`src/rtl/connect4_turn_controller.sv`:
```
// -----------------------------------------------------------------------------
// connect4_turn_controller
//
// Game sequencer for the Connect4 board datapath. Player 1 and Player 2 take
// turns, and each turn accepts one column request. Moves into an invalid
// column or a full column are rejected. The block keeps a fill height for each
// column and strobes the board write with the computed row. After each
// placement it samples an external win checker, then declares a win, a draw,
// or hands the turn to the other player.
//
// Optional feature: define TURN_TIMEOUT_EN to build a per-turn timer. When it
// expires the turn is forfeited. When the macro is undefined, turn_timeout is
// tied to 0 and the timer logic is not built.
//
// Ports
//   clk          in   system clock, rising edge
//   reset        in   synchronous active-high reset, returns to INIT
//   start        in   begin a new game (only in INIT or END)
//   move_req     in   level request from debouncer, rising edge is acted on
//   move_col     in   requested column, sampled on the move_req edge cycle
//   win_detect   in   win checker result for the current board
//   state        out  00 INIT, 01 P1 turn, 10 P2 turn, 11 END
//   place_en     out  one-cycle strobe to write the mover's token
//   place_col    out  column for place_en
//   place_row    out  row for place_en (0 = bottom)
//   move_ack     out  one-cycle pulse, move accepted
//   move_rej     out  one-cycle pulse, move rejected
//   col_full     out  bit c set when column c holds ROWS tokens
//   winner       out  00 none, 01 P1, 10 P2, 11 draw (valid in END)
//   move_count   out  tokens placed this game
//   turn_timeout out  one-cycle pulse, turn forfeited
//
// FSM states
//   state     | meaning
//   S_INIT    | idle after reset, waiting for start
//   S_P1_WAIT | Player 1 to move
//   S_P2_WAIT | Player 2 to move
//   S_PLACE   | token write strobe, height/count update
//   S_CHECK   | sample win checker on the updated board
//   S_END     | game over, outputs held until start/reset
// -----------------------------------------------------------------------------
module connect4_turn_controller #(
  parameter int COLS           = 7,
  parameter int ROWS           = 6,
  parameter int TIMEOUT_CYCLES = 500000000
) (
  input  logic            clk,
  input  logic            reset,
  input  logic            start,
  input  logic            move_req,
  input  logic [2:0]      move_col,
  input  logic            win_detect,
  output logic [1:0]      state,
  output logic            place_en,
  output logic [2:0]      place_col,
  output logic [2:0]      place_row,
  output logic            move_ack,
  output logic            move_rej,
  output logic [COLS-1:0] col_full,
  output logic [1:0]      winner,
  output logic [5:0]      move_count,
  output logic            turn_timeout
);

  typedef enum logic [2:0] {
    S_INIT    = 3'd0,
    S_P1_WAIT = 3'd1,
    S_P2_WAIT = 3'd2,
    S_PLACE   = 3'd3,
    S_CHECK   = 3'd4,
    S_END     = 3'd5
  } fsm_t;

  fsm_t fsm_q, fsm_d;

  logic       req_q;
  logic       mover_q;   // 0 = Player 1, 1 = Player 2
  logic [2:0] col_q;
  logic [2:0] height_q [COLS];
  logic [5:0] count_q;
  logic [1:0] winner_q;
  logic       ack_q;
  logic       rej_q;

  logic       req_edge;
  logic       in_wait;
  logic       wait_mover;
  logic [7:0] full_pad;
  logic       move_ok;
  logic       move_bad;
  logic       timeout_hit;
  logic       clear_game;
  logic       board_full;

  always_comb begin
    col_full = '0;
    for (int c = 0; c < COLS; c++) begin
      col_full[c] = (height_q[c] == 3'(ROWS));
    end
  end

  // Columns past COLS read as full, so one lookup covers both reject causes.
  assign full_pad   = {{(8 - COLS){1'b1}}, col_full};
  assign req_edge   = move_req & ~req_q;
  assign in_wait    = (fsm_q == S_P1_WAIT) || (fsm_q == S_P2_WAIT);
  assign wait_mover = (fsm_q == S_P2_WAIT);
  assign move_ok    = in_wait & req_edge & ~full_pad[move_col];
  assign move_bad   = in_wait & req_edge &  full_pad[move_col];
  assign board_full = (count_q == 6'(COLS * ROWS));

`ifdef TURN_TIMEOUT_EN
  localparam int TO_W = (TIMEOUT_CYCLES > 2) ? $clog2(TIMEOUT_CYCLES) : 1;

  logic [TO_W-1:0] to_cnt_q;

  // A valid move wins over an expiring timer on the same cycle.
  assign timeout_hit = in_wait & (to_cnt_q == TO_W'(TIMEOUT_CYCLES - 1)) & ~move_ok;

  // Restarts whenever the FSM leaves its current WAIT state, so every new turn
  // begins at zero; rejected moves do not restart it.
  always_ff @(posedge clk) begin
    if (reset) begin
      to_cnt_q <= '0;
    end else if (in_wait && (fsm_d == fsm_q)) begin
      to_cnt_q <= to_cnt_q + 1'b1;
    end else begin
      to_cnt_q <= '0;
    end
  end
`else
  logic [31:0] unused_timeout_cfg;

  assign unused_timeout_cfg = 32'(TIMEOUT_CYCLES);
  assign timeout_hit        = 1'b0;
`endif

  always_comb begin
    fsm_d      = fsm_q;
    clear_game = 1'b0;
    case (fsm_q)
      S_INIT, S_END: begin
        if (start) begin
          fsm_d      = S_P1_WAIT;
          clear_game = 1'b1;
        end
      end
      S_P1_WAIT, S_P2_WAIT: begin
        if (move_ok) begin
          fsm_d = S_PLACE;
        end else if (timeout_hit) begin
          fsm_d = wait_mover ? S_P1_WAIT : S_P2_WAIT;
        end
      end
      S_PLACE: fsm_d = S_CHECK;
      S_CHECK: begin
        if (win_detect || board_full) begin
          fsm_d = S_END;
        end else begin
          fsm_d = mover_q ? S_P1_WAIT : S_P2_WAIT;
        end
      end
      default: fsm_d = S_INIT;
    endcase
  end

  always_comb begin
    state = 2'b00;
    case (fsm_q)
      S_INIT:           state = 2'b00;
      S_P1_WAIT:        state = 2'b01;
      S_P2_WAIT:        state = 2'b10;
      S_PLACE, S_CHECK: state = {mover_q, ~mover_q};
      S_END:            state = 2'b11;
      default:          state = 2'b00;
    endcase
  end

  assign place_en     = (fsm_q == S_PLACE);
  assign place_col    = col_q;
  assign place_row    = height_q[col_q];
  assign move_ack     = ack_q;
  assign move_rej     = rej_q;
  assign winner       = winner_q;
  assign move_count   = count_q;
  assign turn_timeout = timeout_hit;

  always_ff @(posedge clk) begin
    if (reset) begin
      fsm_q    <= S_INIT;
      req_q    <= 1'b0;
      mover_q  <= 1'b0;
      col_q    <= '0;
      count_q  <= '0;
      winner_q <= 2'b00;
      ack_q    <= 1'b0;
      rej_q    <= 1'b0;
      for (int c = 0; c < COLS; c++) begin
        height_q[c] <= '0;
      end
    end else begin
      fsm_q <= fsm_d;
      // Sampled every cycle so edges outside WAIT are consumed, not queued.
      req_q <= move_req;
      ack_q <= move_ok;
      rej_q <= move_bad;

      if (move_ok) begin
        col_q   <= move_col;
        mover_q <= wait_mover;
      end

      if (clear_game) begin
        count_q  <= '0;
        winner_q <= 2'b00;
        for (int c = 0; c < COLS; c++) begin
          height_q[c] <= '0;
        end
      end

      if ((fsm_q == S_PLACE) && (height_q[col_q] != 3'(ROWS))) begin
        height_q[col_q] <= height_q[col_q] + 3'd1;
        count_q         <= count_q + 6'd1;
      end

      if (fsm_q == S_CHECK) begin
        if (win_detect) begin
          winner_q <= mover_q ? 2'b10 : 2'b01;
        end else if (board_full) begin
          winner_q <= 2'b11;
        end
      end
    end
  end

endmodule

```
`config.mk`:
```
export PLATFORM = sky130hd
export DESIGN_NAME = connect4_turn_controller
export DESIGN_NICKNAME = d
export VERILOG_FILES = /design/src/rtl/connect4_turn_controller.sv
export SDC_FILE = /design/constraint.sdc
export NUM_CORES = 1
export LEC_CHECK = 0
export ABC_AREA = 1
export BUFFER_PORTS_ARGS = -buffer_cell sky130_fd_sc_hd__buf_2
export CAP_MARGIN = 25
export CORE_MARGIN = 3
export CORE_UTILIZATION = 55
export DETAILED_ROUTE_END_ITERATION = 7
export HOLD_SLACK_MARGIN = 0.02
export PLACE_DENSITY = 0.81
export SETUP_SLACK_MARGIN = 0.1
export SYNTH_ARGS = -nofsm -noshare
export SYNTH_HDL_FRONTEND = slang
export SYNTH_SLANG_ARGS = --single-unit
```
`constraint.sdc`:
```
create_clock -name clk -period 7.2 [get_ports clk]
set_input_delay 1.44 -clock clk [delete_from_list [all_inputs] [get_ports clk]]
set_output_delay 1.44 -clock clk [all_outputs]
set_load 0.01 [all_outputs]
```
==> flow_summary.html <==
<table>
<tr><th>Metric</th><th>Value</th></tr>
<tr><th colspan="2">Clock network</th></tr>
<tr><td>Number of instances resized during post-cts repair</td><td>0</td></tr>
<tr><td>CTS clk-pin slew, worst paths</td><td>90 ps</td></tr>
<tr><td>CTS Hold Bufs</td><td>0</td></tr>
<tr><td>Buffer depth of the longest clock path</td><td>2</td></tr>
<tr><td>Post CTS Setup Buffer Count</td><td>0</td></tr>
<tr><td>Root cell of the clock tree</td><td>clkbuf_8</td></tr>
<tr><td>Latest clock arrival within the worst-skew pair</td><td>300 ps</td></tr>
<tr><td>Number of buffers inserted during clock tree synthesis</td><td>5</td></tr>
<tr><td>Number of levels in the clock H-tree</td><td>2</td></tr>
<tr><td>Count of clock tree sinks</td><td>45</td></tr>
<tr><td>TritonCTS clock tree</td><td>built</td></tr>
<tr><th colspan="2">Synth</th></tr>
<tr><td>Number of enable flip-flop cells after synthesis</td><td>24</td></tr>
<tr><td>Sequential-to-total area share from yosys stat</td><td>48.1%</td></tr>
<tr><td>Top flip-flop cell by instance count after synthesis</td><td>edfxtp_1</td></tr>
<tr><td>Per-instance average area after synthesis</td><td>8.30 um2</td></tr>
<tr><td>Synthesis warning total</td><td>0</td></tr>
<tr><td>Post-synthesis sequential element count</td><td>45</td></tr>
<tr><td>Most numerous cell in the Yosys netlist</td><td>nand2_1</td></tr>
<tr><td>Main area contributors after synthesis</td><td>edfxtp_1, dfxtp_1, nand2_1</td></tr>
<tr><td>Gate count after technology mapping</td><td>286</td></tr>
<tr><td>Syn_nets</td><td>298</td></tr>
<tr><td>Post-synth ARST share</td><td>0%</td></tr>
<tr><td>Yosys top cell area share</td><td>30.4%</td></tr>
<tr><td>Distinct cell type count after synthesis</td><td>37</td></tr>
<tr><td>Area of the mapped netlist</td><td>0.00237 mm2</td></tr>
<tr><td>Commonest cells post-synth</td><td>nand2_1, inv_1, nor2_1, edfxtp_1, dfxtp_1</td></tr>
<tr><td>Cell type with the largest total area after synthesis</td><td>edfxtp_1</td></tr>
<tr><th colspan="2">Critical path</th></tr>
<tr><td>Critical-path top delay cell</td><td>dfxtp_1</td></tr>
<tr><td>Cells along the critical path</td><td>o21ai_0 -&gt; o21ai_0 -&gt; inv_1 -&gt; o21ai_2 -&gt; buf_2</td></tr>
<tr><td>Cell class contributing the biggest share of worst-path delay</td><td>compound AO/OA/AOI/OAI gates</td></tr>
<tr><td>CP Max Fanout</td><td>15</td></tr>
<tr><td>Crit Path Category</td><td>register to primary output</td></tr>
<tr><td>FF-to-FF setup slack</td><td>4290 ps</td></tr>
<tr><td>Arrival time reported for the critical path endpoint</td><td>1950 ps</td></tr>
<tr><td>Most repeated library cell on the critical path</td><td>o21ai_0</td></tr>
<tr><td>Critical path's largest stage delay</td><td>610 ps</td></tr>
<tr><td>Required time worst endpoint</td><td>5760 ps</td></tr>
<tr><td>Crit start category</td><td>register</td></tr>
<tr><td>Crit path capture type</td><td>primary output</td></tr>
<tr><td>Critical path buffer and inverter count</td><td>2</td></tr>
<tr><td>Logic depth of the worst register-to-register path</td><td>11</td></tr>
<tr><td>R2r endpoint</td><td>height_q[7][0]$_DFFE_PP_</td></tr>
<tr><th colspan="2">Timing</th></tr>
<tr><td>Final-report setup violation count</td><td>0</td></tr>
<tr><td>Relative slew slack</td><td>49.1%</td></tr>
<tr><td>Shortest period the worst path allows</td><td>3390 ps</td></tr>
<tr><td>Number of pins exceeding their max-slew limit in the final report</td><td>0</td></tr>
<tr><td>Worst-Margin Slew</td><td>763 ps</td></tr>
<tr><td>Smallest setup slack after layout</td><td>3810 ps</td></tr>
<tr><td>Maximum clock frequency</td><td>0.295 GHz</td></tr>
<tr><td>Final count of hold timing violations</td><td>0</td></tr>
<tr><td>Period utilisation layout</td><td>47.1%</td></tr>
<tr><td>Worst clock skew</td><td>11.6 ps</td></tr>
<tr><td>RSZ-0062 raised after global routing</td><td>no</td></tr>
<tr><td>Worst hold slack after final layout</td><td>497 ps</td></tr>
<tr><td>Final setup TNS</td><td>0 ps</td></tr>
<tr><th colspan="2">Global route</th></tr>
<tr><td>Antenna violations before repair</td><td>0</td></tr>
<tr><td>Global routing's busiest layer</td><td>met2</td></tr>
<tr><td>Total global routing overflow</td><td>0</td></tr>
<tr><td>Global-route wire length before repair</td><td>8.49 mm</td></tr>
<tr><td>Maximum number of pins on one net before global-route repair</td><td>16</td></tr>
<tr><td>GR Layer Usage met2</td><td>35.0%</td></tr>
<tr><td>Total GRT Usage</td><td>21.5%</td></tr>
<tr><td>GR met1 Demand/Resource</td><td>27.4%</td></tr>
<tr><td>Met3 usage</td><td>3.79%</td></tr>
<tr><td>Via count of the first global-routing pass</td><td>1844</td></tr>
<tr><th colspan="2">Layout</th></tr>
<tr><td>Utilization of the core after routing</td><td>64.9%</td></tr>
<tr><td>Net count of the finished layout</td><td>333</td></tr>
<tr><td>Area growth from synthesis to final layout</td><td>11.7%</td></tr>
<tr><td>Count of antenna diodes in the layout</td><td>0</td></tr>
<tr><td>Post-route insts no fill</td><td>372</td></tr>
<tr><td>Share of post-route cells with drive strength above 1</td><td>19.3%</td></tr>
<tr><th colspan="2">Place</th></tr>
<tr><td>Placed cell count</td><td>364</td></tr>
<tr><td>HPWL after detailed placement</td><td>3.95 mm</td></tr>
<tr><td>Port Buffer Count</td><td>33</td></tr>
<tr><td>Last weighted congestion value of the routability-driven placer</td><td>0.938</td></tr>
<tr><td>Worst setup timing slack at the placement stage</td><td>4160 ps</td></tr>
<tr><th colspan="2">Floorplan</th></tr>
<tr><td>Placeable core region</td><td>0.00409 mm2</td></tr>
<tr><td>Overall die area</td><td>0.00514 mm2</td></tr>
<tr><td>Width of the chip</td><td>71.7 um</td></tr>
<tr><td>Initial cell density of the core</td><td>58.1%</td></tr>
<tr><td>I/O pin total</td><td>35</td></tr>
<tr><td>Standard-cell rows</td><td>23</td></tr>
<tr><td>Vertical die dimension</td><td>71.7 um</td></tr>
<tr><th colspan="2">Power and ir drop</th></tr>
<tr><td>Net switching power</td><td>318 uW</td></tr>
<tr><td>Worst voltage drop across the vdd grid</td><td>0.182 mV</td></tr>
<tr><td>Fraction of power consumed by combinational cells</td><td>36.1%</td></tr>
<tr><td>Switching share of total power</td><td>40.3%</td></tr>
<tr><td>Power density over the cells</td><td>298 mW/mm2</td></tr>
<tr><td>Pint</td><td>472 uW</td></tr>
<tr><td>Cell leakage power</td><td>0.00124 uW</td></tr>
<tr><td>Sequential Power Share</td><td>44.7%</td></tr>
<tr><td>Proportion of power drawn by the clock network</td><td>19.2%</td></tr>
<tr><th colspan="2">Routing</th></tr>
<tr><td>Routed length per instance</td><td>13.9 um</td></tr>
<tr><td>Ratio of routed vias to standard cells</td><td>5.40</td></tr>
<tr><td>DR DRC count</td><td>0</td></tr>
<tr><td>Total detailed-routing wirelength</td><td>5.18 mm</td></tr>
<tr><td>Total number of vias</td><td>2008</td></tr>
<tr><td>DRT Pass-1 Iters</td><td>4</td></tr>
<tr><td>Number of nets still failing antenna checks after routing</td><td>0</td></tr>
<tr><td>Starting DRT DRC Count</td><td>161</td></tr>
<tr><th colspan="2">Min path</th></tr>
<tr><td>Endpoint of the worst hold path</td><td>move_rej$_SDFF_PP0_</td></tr>
<tr><td>Number of instances on the worst hold path</td><td>3</td></tr>
<tr><td>Beginning of the worst hold path</td><td>req_q$_SDFF_PP0_</td></tr>
<tr><td>Path type of the worst min-delay path</td><td>register to register</td></tr>
<tr><th colspan="2">Flow run</th></tr>
<tr><td>Number of max-cap violations</td><td>0</td></tr>
<tr><th colspan="2">Outcome</th></tr>
<tr><td>Outcome</td><td>completed</td></tr>
</table>
-- layout by cell type, fill, tap and decap left out, types with 2 or more instances in the layout --
master	n
nand2_1	49
nand4_1	2
o21ai_2	2
clkbuf_1	2
a221oi_1	2
inv_1	44
o31ai_1	2
nor2_1	43
o21ai_0	15
dfxtp_1	21
buf_2	33
nor3_1	6
nand2_4	2
a21oi_1	15
nand3_2	7
edfxtp_1	24
nand3_1	19
clkbuf_8	5
nor3_2	6
o21ai_1	3
ha_1	4
-- metal layers --
layer	share of wire, %	up-vias
met2	48	75
li1	-	1011
met1	42	913
met5	0	-
met3	6.5	9
met4	2.8	0
-- power by group through the flow --
stage	Combinational (uW)	Sequential (uW)	Clock, uW
6_report	285	353	151
5_1_grt	315	359	165
4_1_cts	284	352	155
3_5_place_dp	283	358	0
3_3_place_gp	277	357	0
2_1_floorplan	206	348	0
-- sequential cells by signal, indices dropped and copies added, names as in the netlist, named ones only --
name        flops
height_q       24
move_count      6
fsm_q           3
place_col       3
winner          2
move_ack        1
move_rej        1
mover_q         1
req_q           1
-- cell families (layout without fill, tap and decap cells) --
family / count (synthesis) / count (layout) / synth area share, %
DFF: 45 / 45 / 48.1
AOI/OAI and AO/OA: 45 / 45 / 11.1
and+or+nand+nor: 138 / 138 / 28.7
xor gates and xnor gates: 3 / 3 / 1.42
buffers and inverters: 50 / 86 / 8.43
adders and majority gates: 4 / 4 / 2.11
other: 1 / 1 / 0.158
-- worst max path at each step --
stage / slack [ps] / endpoint / startpoint / depth (start not counted)
after detailed placement: 4160 / place_row[0] / register / 5
final: 3810 / place_row[0] / register / 5
after global routing: 3620 / place_row[0] / register / 5
after CTS: 3830 / place_row[0] / register / 5
after global placement: 4200 / place_row[0] / register / 5
after floorplan: 4620 / place_row[0] / register / 5
-- stage by stage --
stage          instance area, um2  power, uW
6_report                     2650        789
5_1_grt                      2650        839
4_1_cts                      2650        790
3_5_place_dp                 2570        641
3_3_place_gp                 2570        634
2_1_floorplan                2370        554
-- final cells by class --
cell class	instances	area (um2)
clock inverters	1	5.00
well taps	50	62.6
flip-flops and latches	45	1140
clock buffers	7	76.3
repair buffers	33	165
inverters	45	169
multi-input cells	191	1030
fillers	348	1440
-- tightest hold or removal path: stages (launching register included) --
cell and delay, ps:
dfxtp_1 330, nor3_2 50, nand2_1 50, a21oi_1 30
Power figures use the tool's default switching activity.
